<file path="src/rtl/control_unit_if.sv">
// Bus bundle between the control unit and the datapath / memories it steers.
// The master side is the control unit; the slave side is the datapath and memories.
interface control_unit_if;
   logic [6:0]  PC_Addr;
   logic [15:0] IR_in;
   logic [15:0] IR_out;
   logic [3:0]  State;
   logic        zero_flag;
   logic [7:0]  D_Addr;
   logic        D_Wr;
   logic        RF_s;
   logic [3:0]  RF_W_Addr;
   logic [3:0]  RF_Ra_Addr;
   logic [3:0]  RF_Rb_Addr;
   logic        RF_W_en;
   logic [2:0]  ALU_s0;

   modport master (
      input  IR_in, zero_flag,
      output PC_Addr, IR_out, State, D_Addr, D_Wr, RF_s,
             RF_W_Addr, RF_Ra_Addr, RF_Rb_Addr, RF_W_en, ALU_s0
   );

   modport slave (
      output IR_in, zero_flag,
      input  PC_Addr, IR_out, State, D_Addr, D_Wr, RF_s,
             RF_W_Addr, RF_Ra_Addr, RF_Rb_Addr, RF_W_en, ALU_s0
   );
endinterface

</file>
<file path="src/rtl/control_unit.sv">
// Multi-cycle control FSM: fetch, decode and execute for a small 16-bit ISA,
// driving Moore-style datapath controls from the current state and instruction register.
module control_unit (
   input  logic           Clock,
   input  logic           rst,
   control_unit_if.master bus
);
   typedef enum logic [3:0] {
      S_INIT   = 4'd0,
      S_FETCH  = 4'd1,
      S_DECODE = 4'd2,
      S_NOOP   = 4'd3,
      S_LOAD_A = 4'd4,
      S_LOAD_B = 4'd5,
      S_STORE  = 4'd6,
      S_ADD_A  = 4'd7,
      S_ADD_B  = 4'd8,
      S_SUB_A  = 4'd9,
      S_SUB_B  = 4'd10,
      S_HALT   = 4'd11,
      S_JZ     = 4'd12
   } state_e;

   localparam logic [3:0] OP_STORE = 4'h1;
   localparam logic [3:0] OP_LOAD  = 4'h2;
   localparam logic [3:0] OP_ADD   = 4'h3;
   localparam logic [3:0] OP_SUB   = 4'h4;
   localparam logic [3:0] OP_HALT  = 4'h5;
   localparam logic [3:0] OP_JZ    = 4'h6;

   localparam logic [2:0] ALU_ADD  = 3'b001;
   localparam logic [2:0] ALU_SUB  = 3'b010;

   state_e      state_q, state_d;
   logic [6:0]  pc_q, pc_d;
   logic [15:0] ir_q, ir_d;

   logic [7:0]  d_addr_s;
   logic        d_wr_s;
   logic        rf_s_s;
   logic [3:0]  rf_w_addr_s;
   logic [3:0]  rf_ra_addr_s;
   logic [3:0]  rf_rb_addr_s;
   logic        rf_w_en_s;
   logic [2:0]  alu_s0_s;

   // Unknown opcodes fall through to the NOOP execute state.
   function automatic state_e decode_op(input logic [3:0] op);
      case (op)
         OP_STORE: decode_op = S_STORE;
         OP_LOAD:  decode_op = S_LOAD_A;
         OP_ADD:   decode_op = S_ADD_A;
         OP_SUB:   decode_op = S_SUB_A;
         OP_HALT:  decode_op = S_HALT;
         OP_JZ:    decode_op = S_JZ;
         default:  decode_op = S_NOOP;
      endcase
   endfunction

   always_ff @(posedge Clock) begin
      if (rst) begin
         state_q <= S_INIT;
         pc_q    <= 7'd0;
         ir_q    <= 16'd0;
      end else begin
         state_q <= state_d;
         pc_q    <= pc_d;
         ir_q    <= ir_d;
      end
   end

   always_comb begin
      state_d = S_INIT;
      pc_d    = pc_q;
      ir_d    = ir_q;
      case (state_q)
         S_INIT:   state_d = S_FETCH;
         S_FETCH: begin
            state_d = S_DECODE;
            pc_d    = pc_q + 7'd1;
         end
         S_DECODE: begin
            state_d = decode_op(bus.IR_in[15:12]);
            ir_d    = bus.IR_in;
         end
         S_LOAD_A: state_d = S_LOAD_B;
         S_ADD_A:  state_d = S_ADD_B;
         S_SUB_A:  state_d = S_SUB_B;
         S_NOOP, S_LOAD_B, S_STORE, S_ADD_B, S_SUB_B: state_d = S_FETCH;
         S_JZ: begin
            state_d = S_FETCH;
            if (bus.zero_flag) begin
               pc_d = ir_q[6:0];
            end else begin
               pc_d = pc_q;
            end
         end
         S_HALT:   state_d = S_HALT;
         default:  state_d = S_INIT;
      endcase
   end

   // The B half of ADD/SUB holds the ALU op so the registered ALU result is written back.
   always_comb begin
      d_addr_s     = 8'd0;
      d_wr_s       = 1'b0;
      rf_s_s       = 1'b0;
      rf_w_addr_s  = 4'd0;
      rf_ra_addr_s = 4'd0;
      rf_rb_addr_s = 4'd0;
      rf_w_en_s    = 1'b0;
      alu_s0_s     = 3'b000;
      case (state_q)
         S_LOAD_A: d_addr_s = ir_q[11:4];
         S_LOAD_B: begin
            d_addr_s    = ir_q[11:4];
            rf_s_s      = 1'b1;
            rf_w_addr_s = ir_q[3:0];
            rf_w_en_s   = 1'b1;
         end
         S_STORE: begin
            d_addr_s     = ir_q[11:4];
            rf_ra_addr_s = ir_q[3:0];
            d_wr_s       = 1'b1;
         end
         S_ADD_A, S_SUB_A: begin
            rf_ra_addr_s = ir_q[11:8];
            rf_rb_addr_s = ir_q[7:4];
            alu_s0_s     = (state_q == S_ADD_A) ? ALU_ADD : ALU_SUB;
         end
         S_ADD_B, S_SUB_B: begin
            rf_ra_addr_s = ir_q[11:8];
            rf_rb_addr_s = ir_q[7:4];
            rf_w_addr_s  = ir_q[3:0];
            rf_w_en_s    = 1'b1;
            alu_s0_s     = (state_q == S_ADD_B) ? ALU_ADD : ALU_SUB;
         end
         default: begin
            d_addr_s = 8'd0;
         end
      endcase
   end

   assign bus.PC_Addr    = pc_q;
   assign bus.IR_out     = ir_q;
   assign bus.State      = state_q;
   assign bus.D_Addr     = d_addr_s;
   assign bus.RF_s       = rf_s_s;
   assign bus.RF_W_Addr  = rf_w_addr_s;
   assign bus.RF_Ra_Addr = rf_ra_addr_s;
   assign bus.RF_Rb_Addr = rf_rb_addr_s;
   assign bus.ALU_s0     = alu_s0_s;
   // Reset aborts any write strobe within the same cycle.
   assign bus.D_Wr       = d_wr_s & ~rst;
   assign bus.RF_W_en    = rf_w_en_s & ~rst;
endmodule

</file>
<file path="src/flat_wrapper.sv">
// flat-port wrapper written by rule: the top's interface ports become plain ports
module control_unit_flat 
  (Clock, rst, bus_IR_in, bus_zero_flag, bus_PC_Addr, bus_IR_out, bus_State, bus_D_Addr, bus_D_Wr, bus_RF_s, bus_RF_W_Addr, bus_RF_Ra_Addr, bus_RF_Rb_Addr, bus_RF_W_en, bus_ALU_s0);
  control_unit_if bus_i ();
  input  logic Clock;
  input  logic rst;
  input wire logic [$bits(bus_i.IR_in)-1:0] bus_IR_in;
  input wire logic [$bits(bus_i.zero_flag)-1:0] bus_zero_flag;
  output wire logic [$bits(bus_i.PC_Addr)-1:0] bus_PC_Addr;
  output wire logic [$bits(bus_i.IR_out)-1:0] bus_IR_out;
  output wire logic [$bits(bus_i.State)-1:0] bus_State;
  output wire logic [$bits(bus_i.D_Addr)-1:0] bus_D_Addr;
  output wire logic [$bits(bus_i.D_Wr)-1:0] bus_D_Wr;
  output wire logic [$bits(bus_i.RF_s)-1:0] bus_RF_s;
  output wire logic [$bits(bus_i.RF_W_Addr)-1:0] bus_RF_W_Addr;
  output wire logic [$bits(bus_i.RF_Ra_Addr)-1:0] bus_RF_Ra_Addr;
  output wire logic [$bits(bus_i.RF_Rb_Addr)-1:0] bus_RF_Rb_Addr;
  output wire logic [$bits(bus_i.RF_W_en)-1:0] bus_RF_W_en;
  output wire logic [$bits(bus_i.ALU_s0)-1:0] bus_ALU_s0;
  assign bus_i.IR_in = bus_IR_in;
  assign bus_i.zero_flag = bus_zero_flag;
  assign bus_PC_Addr = bus_i.PC_Addr;
  assign bus_IR_out = bus_i.IR_out;
  assign bus_State = bus_i.State;
  assign bus_D_Addr = bus_i.D_Addr;
  assign bus_D_Wr = bus_i.D_Wr;
  assign bus_RF_s = bus_i.RF_s;
  assign bus_RF_W_Addr = bus_i.RF_W_Addr;
  assign bus_RF_Ra_Addr = bus_i.RF_Ra_Addr;
  assign bus_RF_Rb_Addr = bus_i.RF_Rb_Addr;
  assign bus_RF_W_en = bus_i.RF_W_en;
  assign bus_ALU_s0 = bus_i.ALU_s0;
  control_unit u_core (.Clock(Clock), .rst(rst), .bus(bus_i));
endmodule
</file>
<file path="config.mk">
export PLATFORM = sky130hd
export DESIGN_NAME = control_unit_flat
export DESIGN_NICKNAME = d
export VERILOG_FILES = /design/src/rtl/control_unit_if.sv /design/src/rtl/control_unit.sv /design/src/flat_wrapper.sv
export SDC_FILE = /design/constraint.sdc
export NUM_CORES = 1
export LEC_CHECK = 0
export CORE_ASPECT_RATIO = 0.9
export CORE_MARGIN = 2
export CORE_UTILIZATION = 38
export CTS_BUF_LIST = sky130_fd_sc_hd__clkbuf_8
export DETAILED_ROUTE_END_ITERATION = 10
export GPL_TIMING_DRIVEN = 0
export HOLD_SLACK_MARGIN = 0.08
export MAX_ROUTING_LAYER = met4
export PLACE_DENSITY = 0.82
export SYNTH_ARGS = -nofsm -noshare
export SYNTH_HDL_FRONTEND = slang
export SYNTH_SLANG_ARGS = --single-unit
</file>
<file path="constraint.sdc">
create_clock -name Clock -period 1.7 [get_ports Clock]
set_clock_uncertainty 0.15 [all_clocks]
set_input_delay 0.425 -clock Clock [delete_from_list [all_inputs] [get_ports Clock]]
set_output_delay 0.425 -clock Clock [all_outputs]
set_load 0.02 [all_outputs]
</file>
# Yosys cells after proc, flatten, opt, wreduce, memory -nomap -nowiden
# Cells that the tools add are included.
word_totals:
  ff_bits: 27
  out_inout_bits: 53
  inputBits: 19
classes:
  n_eq_ne: 19
  reduce_logical: 9
  bitwise_logic: 3
  add_sub_neg: 1
  n_mux: 14
op_table:
  columns: ["op", "count"]
  rows:
  - ["$eq A4 B3 Y1 const B", 7]
  - ["$pmux W4 S7", 1]
  - ["$pmux W4 S6", 1]
  - ["$eq A4 B4 Y1 const B", 5]
  - ["$eq A4 B2 Y1 const B", 4]
  - ["$pmux W7 S2", 1]
  - ["$eq A4 B1 Y1 const B", 2]
  - ["$mux W4", 2]
  - ["$mux W8", 1]
  - ["$pmux W4 S2", 1]
  - ["$add A7 B1 Y7 const B", 1]
  - ["$mux W7", 1]
  - ["$reduce_or A7 Y1", 1]
  - ["$pmux W3 S2", 1]
  - ["$reduce_or A3 Y1", 2]
  - ["$logic_not A4 Y1", 1]
  - ["$mux W2", 2]
  - ["$reduce_or A2 Y1", 2]
  - ["$reduce_or A4 Y1", 1]
  - ["$mux W1", 3]
  - ["$and A1 B1 Y1", 2]
  - ["$ne A2 B2 Y1 const B", 1]
  - ["$reduce_and A2 Y1", 1]
  - ["$reduce_bool A2 Y1", 1]
  - ["$not A1 Y1", 1]

# Longest topological paths before layout
logic_depth:
  depth_word: 4
  ltp_mapped: 6
  mapped_depth_nobuf: 5

# Worst setup path before layout
# Ideal clock, no wire load.
synth_path:
  path_type: "reg-to-output"
  startpoint: "register u_core.state_q[2] (netlist: u_core.bus.State[2])"
  endpoint: "output port bus_RF_Ra_Addr[0]"
  stages_incl_launch_ff: 7
  path_slack_ps: -467
  arrival_ps: 1592
  cell_sequence: "dfxtp_1 buf_4 nor2b_1 clkbuf_1 nand3_1 o21ai_0 o2bb2ai_1"
synth_via:
  elab_chain_len: 3
  elab_cells_between_ends: 7
synth_lines:
  columns: ["item", "line", "text"]
  rows:
  - ["from (decl)", "control_unit.sv:34", "state_e state_q, state_d;"]
  - ["from (signal assigned)", "control_unit.sv:66", "state_q <= state_d;"]
  - ["$eq A4 B4 Y1 or $eq A4 B3 Y1 (tied branches)", "control_unit.sv:113", "case (state_q)"]
  - ["$reduce_or A4 Y1 (no source line)", null, null]
  - ["$pmux W4 S2 *", "control_unit.sv:113", null]
  - ["to (decl)", "flat_wrapper.sv:16", "output wire logic [$bits(bus_i.RF_Ra_Addr)-1:0] bus_RF_Ra_Addr;"]
# Mark *: on every way between the ends. The rest lies on a longest branch, timed or not.

# Worst setup path after layout
layout_path:
  startpoint: "register u_core.state_q[2] (netlist: u_core.bus.State[2])"
  endpoint: "output port bus_RF_Ra_Addr[3]"
# Same word-level chain as after synthesis.

==> impl_metrics.yaml <==
synth:
  synthTopCellsByArea: "dfxtp_1 35%, nand2_1 11%, a21oi_1 7.7%"
  yosysMostFrequentCell: "nand2_1"
  synth_edf_count: 0
  syn_avg_cell_area_um2: 7.47
  synth.yosys.seq_area_share_pct: 34.6
  synth_ff_type: "dfxtp_1"
  yosys_warnings: 0
  yosysTopAreaCellShare_pct: 34.6
  async_flop_share_pct: 0
  synth_top_area_cell: "dfxtp_1"
  syn_inst: 209
  synth_cell_types: 41
  netlist_top_cells_count: "45 x nand2_1, 27 x dfxtp_1, 24 x a21oi_1"
  synth_nets: 229
  synth-seq-cells: 27
  synthesis.area_mm2: 0.00156
sta:
  hold_viol: 0
  hold_ws_ps: 309
  max_slew_margin_pct: 66.3
  worstMarginPinSlew_ps: 505
  min_period_over_period_pct: 132
  final_max_slew_viol_count: 0
  setup_ws_ps: -545
  period_minus_slack_ps: 2240
  rsz0062_at_grt: "yes"
  setup_viol: 49
  fmax_mhz: 445
global_route:
  grt_pass1_vias: 1917
  antenna_found_initial: 0
  grt_max_degree: 19
  grt-ovfl-total: 0
  grt_pass1_wl_um: 9920
  track_usage_pct: 28.7
flow_run:
  max_cap_violations: 0
floorplanning:
  die_w_um: 71.6
  die-area_mm2: 0.00464
  coreArea_mm2: 0.00402
  start_util_pct: 38.9
  die_h_um: 64.8
  rows: 22
  ios: 72
layout:
  antennaDiodeCount: 0
  final_core_util_pct: 78.5
  nets: 341
  area_growth_pct: 102
  drive_gt1_share_pct: 48.1
drt:
  wire_per_inst_um: 19.9
  drc_errors: 0
  vias_per_cell: 5.88
  wl_um: 7330
  vias: 2163
  drt-initial-drc-count: 185
  postRouteAntennaNets: 0
  drt_pass1_iterations: 4
clock_network:
  cts_tree: "yes"
  htreeDepth: 1
  cts_made_buffers: 3
  clk-insertion-delay-late_ps: 280
  root_buffer: "clkbuf_8"
  cts_num_sinks: 27
  ctsHoldBuffers: 0
  cts_buffer_depth: 2
  path_clk_slew_ps: 90
placed_design:
  place.gp.congestion: 0.816
  io_buffers: 70
  hpwl_um: 3640
critical_path:
  cp.arrival_ps: 1670
  end_kind: "output port"
  required_ps: 1120
  path_class: "register to output port"
  cp-start-kind: "register"
  cp_max_fo: 4
outcome:
  violations: "negative setup slack"
  status: "finished with violations"
worst_hold_path:
  hold_class: "register to register"
power:
  p_per_area_mw_per_mm2: 551
  vdd_drop_max_v: 0.000362
  power_uw: 1740
  leakagePower_uw: 0.00131
metal layers:
layer	GRT usage, %	part of all wire, %	vias up
met3	4.35	9.3	27
li1	-	-	952
met5	-	0	-
met4	10.8	4.4	0
met2	47.2	47	142
met1	35.6	39	1042
power breakdown:
group	switching, µW	total [µW]	internal (µW)
combinational	335	636	301
clock	215	378	163
sequential	54.0	724	670
cell families (layout without fill, tap and decap cells):
family | Yosys count | in the layout | share of synthesized area [%]
and+or+nand+nor | 106 | 106 | 35.5
buffers and inverters | 16 | 127 | 5.69
AOI/OAI and AO/OA | 55 | 55 | 21.3
other | 1 | 1 | 0.240
muxes | 2 | 2 | 1.28
DFF | 27 | 27 | 34.6
xor gates and xnor gates | 1 | 1 | 0.561
adders and majority gates | 1 | 1 | 0.801
per-stage QoR:
stage	setup WS, ps	setup TNS [ps]	area [µm²]	std cells
floorplan	-87.2	-866	1790	209
detailed placement	-1310	-25220	2550	327
global placement	-1330	-25240	2550	327
finish	-545	-12420	3160	368
CTS	-451	-8380	2950	358
global route	-579	-14640	3160	368
placed cells by master, fill, tap and decap left out, drive strengths merged, types with 2 or more instances in the layout:
master / count
buf: 72
nand2: 45
dfxtp: 27
a21oi: 25
dlygate4sd2: 23
clkdlybuf4s50: 16
nor2: 13
and3: 12
o21ai: 12
nor2b: 10
clkbuf: 9
and2: 7
clkdlybuf4s15: 5
a22oi: 5
o2bb2ai: 5
nand2b: 5
nor4: 2
mux2i: 2
nor3b: 2
nor3: 2
a211oi: 2
nand3: 2
flip-flops by register name (all words and copies together) (netlist names):
signal / count
u_core.bus.State: 4
u_core.bus.IR_out: 16
u_core.bus.PC_Addr: 7
path summary, 6_finish.rpt:
| kind | slack, ps | from | end | depth (start not counted) |
|---|---|---|---|---|
| setup / recovery | -540 | u_core.bus.State[2]$_SDFF_PP0_ | bus_RF_Ra_Addr[3] | 8 |
| hold reg to reg | 310 | u_core.bus.IR_out[14]$_SDFFE_PP0P_ | u_core.bus.IR_out[14]$_SDFFE_PP0P_ | 2 |
| setup reg to reg | -130 | u_core.bus.State[1]$_SDFF_PP0_ | u_core.bus.State[2]$_SDFF_PP0_ | 6 |
| hold / removal | 310 | u_core.bus.IR_out[14]$_SDFFE_PP0P_ | u_core.bus.IR_out[14]$_SDFFE_PP0P_ | 2 |
what timing repair did:
item | 4_1_cts | 5_1_grt
setup buffers | 27 | 13
gates cloned | 2 | 1
pin swaps | 16 | 21
endpoints found under the setup margin | 72 | 65
gates resized for setup | 215 | 52
final cells by class:
class / count / area (µm²)
clock inverters: 1 / 3.75
multi-input cells: 166 / 1280
plain buffers: 13 / 169
flip-flops and latches: 27 / 564
inverters: 1 / 7.51
repair buffers: 109 / 1030
well taps: 48 / 60.1
fillers: 245 / 863
clock buffers: 3 / 41.3
critical path, cell delays in order (launching register included):
cell and delay, ps:
dfxtp_4 380, buf_8 100, nor2b_4 190, buf_8 130, nand3_4 110, o21ai_4 100, buf_12 140, o2bb2ai_4 110
buf_6 130
Note: power is estimated with default switching activity, not from simulation.
